### src/rtl/regfile_wb_arbiter.sv
// regfile_wb_arbiter: round-robin EXEC/MEM writeback arbiter with registered write stage and RAW scoreboard
// Optional RF_WB_FWD_EN adds write-stage forwarding outputs for rs1/rs2.
module regfile_wb_arbiter #(
    parameter int XLEN = 32,
    parameter int AW   = 5
) (
    input  logic            clk,
    input  logic            rst,
    input  logic            ex_valid,
    output logic            ex_ready,
    input  logic [AW-1:0]   ex_rd,
    input  logic [XLEN-1:0] ex_data,
    input  logic            mem_valid,
    output logic            mem_ready,
    input  logic [AW-1:0]   mem_rd,
    input  logic [XLEN-1:0] mem_data,
    input  logic            claim_en,
    input  logic [AW-1:0]   claim_rd,
    input  logic [AW-1:0]   rs1_sel,
    input  logic [AW-1:0]   rs2_sel,
    output logic            rs1_busy,
    output logic            rs2_busy,
    output logic [AW:0]     pend_cnt,
`ifdef RF_WB_FWD_EN
    output logic            rs1_fwd_valid,
    output logic [XLEN-1:0] rs1_fwd_data,
    output logic            rs2_fwd_valid,
    output logic [XLEN-1:0] rs2_fwd_data,
`endif
    output logic            wen,
    output logic [AW-1:0]   regW_sel,
    output logic [XLEN-1:0] regW_i
);
    localparam int NR = 1 << AW;
    logic            last_q;
    logic            wen_q;
    logic [AW-1:0]   sel_q;
    logic [XLEN-1:0] data_q;
    logic [NR-1:0]   pend_q, pend_d;
    logic            ex_go, mem_go, rs1_hit, rs2_hit;
    logic [AW-1:0]   w_rd;
    logic [XLEN-1:0] w_data;
    // last_q=1 means MEM was granted last, so EXEC wins the next contention
    assign ex_go     = ex_valid & (~mem_valid | last_q);
    assign mem_go    = mem_valid & (~ex_valid | ~last_q);
    assign ex_ready  = ex_go;
    assign mem_ready = mem_go;
    assign w_rd      = ex_go ? ex_rd : mem_rd;
    assign w_data    = ex_go ? ex_data : mem_data;
    assign wen       = wen_q;
    assign regW_sel  = sel_q;
    assign regW_i    = data_q;
    assign rs1_hit   = pend_q[rs1_sel] & (rs1_sel != '0);
    assign rs2_hit   = pend_q[rs2_sel] & (rs2_sel != '0);
`ifdef RF_WB_FWD_EN
    logic f1, f2;
    assign f1            = wen_q & (sel_q == rs1_sel) & (rs1_sel != '0);
    assign f2            = wen_q & (sel_q == rs2_sel) & (rs2_sel != '0);
    assign rs1_fwd_valid = f1;
    assign rs2_fwd_valid = f2;
    assign rs1_fwd_data  = f1 ? data_q : '0;
    assign rs2_fwd_data  = f2 ? data_q : '0;
    assign rs1_busy      = rs1_hit & ~f1;
    assign rs2_busy      = rs2_hit & ~f2;
`else
    assign rs1_busy      = rs1_hit;
    assign rs2_busy      = rs2_hit;
`endif
    // a claim applied after the clear lets a new in-flight write win the same edge
    always_comb begin
        pend_d = pend_q;
        if (wen_q) pend_d[sel_q] = 1'b0;
        if (claim_en) pend_d[claim_rd] = 1'b1;
        pend_d[0] = 1'b0;
    end
    always_comb begin
        pend_cnt = '0;
        for (int i = 0; i < NR; i++) pend_cnt = pend_cnt + (AW+1)'(pend_q[i]);
    end
    always_ff @(posedge clk) begin
        if (rst) begin
            last_q <= 1'b1;
            wen_q  <= 1'b0;
            sel_q  <= '0;
            data_q <= '0;
            pend_q <= '0;
        end else begin
            wen_q  <= (ex_go | mem_go) & (w_rd != '0);
            pend_q <= pend_d;
            if (ex_go | mem_go) begin
                sel_q  <= w_rd;
                data_q <= w_data;
                last_q <= mem_go;
            end
        end
    end
endmodule

### config.mk
export PLATFORM = sky130hd
export DESIGN_NAME = regfile_wb_arbiter
export DESIGN_NICKNAME = d
export VERILOG_FILES = /design/src/rtl/regfile_wb_arbiter.sv
export SDC_FILE = /design/constraint.sdc
export NUM_CORES = 1
export LEC_CHECK = 0
export BUFFER_PORTS_ARGS = -buffer_cell sky130_fd_sc_hd__buf_2
export CAP_MARGIN = 0
export CORE_ASPECT_RATIO = 0.9
export CORE_UTILIZATION = 24
export DETAILED_ROUTE_END_ITERATION = 10
export PLACE_DENSITY_LB_ADDON = 0.1
export SYNTH_ARGS = -nofsm -noshare
export SYNTH_HDL_FRONTEND = slang
export SYNTH_SLANG_ARGS = --single-unit
### constraint.sdc
create_clock -name clk -period 4.7 [get_ports clk]
set_input_delay 0 -clock clk [delete_from_list [all_inputs] [get_ports clk]]
set_output_delay 0 -clock clk [all_outputs]
set_load 0.01 [all_outputs]
==> Implementation_results.wiki <==
{| class="wikitable"
! Metric !! Value
|-
| Status || finished, violations left
|-
| Violated checks || setup timing
|-
| I/O pin count || 142
|-
| Final count of negative-setup-slack endpoints || 5
|-
| Area of the mapped netlist || 4670 um2
|-
| Buffers on Ports || 141
|-
| Worst R2R End || regW_sel[1]
|-
| Cell accounting for the most synthesized area || dfxtp_1
|-
| Clk_lat worst skew || 0.34 ns
|-
| Number of pins with negative max-slew slack in the final report || 0
|-
| Net switching fraction of the power || 0.291
|-
| Type of destination of the critical path || primary output
|-
| Sequential share of power || 0.385
|-
| Count of synthesis-stage warnings from yosys || 0
|-
| Largest fanout of any net on the critical path || 2
|-
| Die area || 20,000 um2
|-
| Most used flip-flop cell after synthesis || dfxtp_1
|-
| Number of H-tree branching levels || 3
|-
| Endpoint with the worst hold slack || regW_sel[3]
|-
| Crit Reg-Reg Startpoint || last_q
|-
| Largest net degree at the start of global routing || 85
|-
| Total track usage || 0.160
|-
| Power share of the clock group || 0.410
|-
| Buffer count from post-CTS setup fixing || 0
|-
| Critical Path Source Type || flop
|-
| Biggest area contributors in the synthesized netlist || dfxtp_1 30%, fa_1 9.9%, o221a_1 7.5%
|-
| Maximum clock insertion buffer count || 2
|-
| CTS clock-pin slew for the worst setup and hold paths || 0.06 ns
|-
| Drt first pass iters || 4
|-
| Unrepaired setup endpoints after global routing || yes
|-
| Wire length of the first global-routing pass || 24,800 um
|-
| Overall die width || 149 um
|-
| Final HPWL from detailed placement || 11,700 um
|-
| Core area || 19,100 um2
|-
| Congestion Overflow GR || 0
|-
| Async set-reset flop share out of synthesis || 0
|-
| Worst reg-to-reg path cell count || 5
|-
| Height of the die || 134 um
|-
| Measured slew at the worst slew-check pin || 1.04 ns
|-
| Total number of vias || 4,799
|-
| Fmax || 200 MHz
|-
| Number of antenna violations at the first check in global routing || 0
|-
| Drt first-iter violations || 270
|-
| Post-Synthesis Mean Instance Area || 8.23 um2
|-
| Antenna fix cells || 0
|-
| Max-capacitance violation count || 0
|-
| Cell leakage power || 2.95 nW
|-
| Routed Wire Length || 15,900 um
|-
| Launch point of the worst hold path || ex_rd[3]
|-
| Fraction of final layout cells sized beyond drive strength 1 || 0.277
|-
| Area Growth Syn to Fin || 37.1%
|-
| Final Hold Vio Count || 0
|-
| Rows || 48
|-
| Fin crit share || 1.06
|-
| Crit path setup slack, layout || -0.297 ns
|-
| Cell with the most instances after synthesis || inv_1
|-
| Max transition margin || 0.306
|-
| Root buffer selected by CTS || clkbuf_16
|-
| Area fraction of the dominant cell type after synthesis || 0.300
|-
| EDFF count, synth || 0
|-
| Count of state elements after synthesis || 70
|-
| Cell count after synthesis || 568
|-
| Top cell types by occurrence after synthesis || 71 x inv_1, 70 x dfxtp_1, 64 x a21oi_1, 51 x nand2_1, 44 x nor2_1
|-
| Vias per cell || 4.83
|-
| Minimum clock period after layout || 5.00 ns
|-
| VDD IR-drop max || 0.152 mV
|-
| Design Power || 1.69 mW
|-
| Initial Util || 0.245
|-
| Setup CP Type || reg -> out
|-
| Routability cong. || 0.791
|-
| Clock tree from TritonCTS || built
|-
| Internal cell power || 1.20 mW
|-
| Proportion of power drawn by combinational gates || 0.205
|-
| Syn Nets || 692
|-
| Number of global-route vias before repair || 4,671
|-
| R2r setup slk || 2.47 ns
|-
| Power Dens Cells || 264 nW/um2
|-
| Count of antenna-violating nets left after detailed routing || 0
|-
| Arrival time at the worst endpoint || 5.00 ns
|-
| Number of clock buffers inserted by TritonCTS || 9
|-
| Max Clock Skew || 0.00719 ns
|-
| Switch Pwr || 493 uW
|-
| Setup TNS || -0.756 ns
|-
| Clock sink total || 70
|-
| Routed wire length per instance || 16.0 um
|-
| Required time worst endpoint || 4.70 ns
|-
| Worst Hold Class || in -> reg
|-
| Count of unique library cells instantiated by Yosys || 45
|-
| Sequential-to-total area share from yosys stat || 0.300
|-
| Number of remaining DRC errors || 0
|-
| Final nets || 863
|-
| Hold Path Cell Cnt || 3
|}
==> per-stage QoR <==
stage	hold WS [ns]	instance area, um2	setup WS [ns]	std cells	utilization
after floorplan	0.159	4670	0.102	568	-
after global placement	0.269	5660	-0.0617	937	0.297
after global routing	0.0444	6410	-0.456	994	0.335
after detailed placement	0.280	5660	-0.139	937	0.297
final	0.0360	6410	-0.297	994	0.335
after CTS	0.0154	6400	-0.336	994	0.335
==> registers in the layout (all words and copies together) (netlist names) <==
name / flops
last_q: 1
pend_q: 31
regW_i: 32
regW_sel: 5
wen: 1
==> cell families (layout without fill, tap and decap cells) <==
group           after synthesis  in the layout  share of synthesized area
simple gates                131            131                      0.127
flops                        70             70                      0.300
mux                          27             27                     0.0728
buf+inv                     117            293                      0.100
fa+ha+maj                    30             30                      0.117
compound gates              190            190                      0.277
xor+xnor                      3              3                    0.00562
==> routing by layer <==
metal  wire [um]  up-vias  GRT usage
li1            -     2357          -
met1        7730     2294      0.214
met2        7160      135      0.260
met3         770       13     0.0316
met4         220        0     0.0420
met5           0        -          0
==> worst max-delay path: stages, from the launching register on <==
cell and delay, ns:
dfxtp_2 0.33, inv_2 0.04, fa_1 0.52, inv_1 0.05, fa_1 0.48, fa_2 0.56, fa_2 0.43, fa_1 0.49
inv_1 0.05, fa_1 0.47, inv_1 0.05, fa_2 0.34, inv_2 0.07, fa_2 0.20, inv_1 0.04, a21o_1 0.15
a21oi_2 0.13, xnor2_1 0.12, buf_2 0.14
==> area by class of cell <==
type,count,area [um2]
well taps,250,313
multi-input cells,381,2830
flip-flops and latches,70,1410
inverters,73,274
fillers,2021,12700
clock inverters,6,70.1
clock buffers,10,229
repair buffers,204,1280
==> worst max-delay path by stage <==
stage,start,to,depth (start not counted)
final,pend_q[16],pend_cnt[4],18
after global routing,pend_q[16],pend_cnt[4],18
after CTS,pend_q[28],pend_cnt[4],18
after detailed placement,pend_q[1],pend_cnt[4],18
after global placement,pend_q[1],pend_cnt[4],18
after floorplan,pend_q[1],pend_cnt[4],17
==> power groups by stage <==
stage               registers (mW)  logic, mW  clock network (mW)
floorplan                    0.670      0.186                   0
global placement             0.664      0.312                   0
detailed placement           0.664      0.318                   0
CTS                          0.652      0.348               0.716
global route                 0.656      0.383               0.744
finish                       0.652      0.346               0.694
==> cells in the final DEF (no fill, tap or decap), types with 9 or more instances in the layout <==
cell           count
buf_2            141
inv_1             65
dfxtp_1           64
a21oi_1           62
nand2_1           51
nor2_1            44
dlygate4sd3_1     41
a31oi_1           33
o221a_1           31
buf_4             22
o21ai_0           21
fa_1              18
o21ai_1           13
mux2i_1           13
clkbuf_16          9
==> what timing repair did <==
item	4_1_cts	5_1_grt
setup endpoints to repair	5	5
pin swaps	15	11
endpoints found under the hold margin	36	0
hold buffers	41	0
gates resized for setup	9	11
Note: power is estimated with default switching activity, not from simulation.
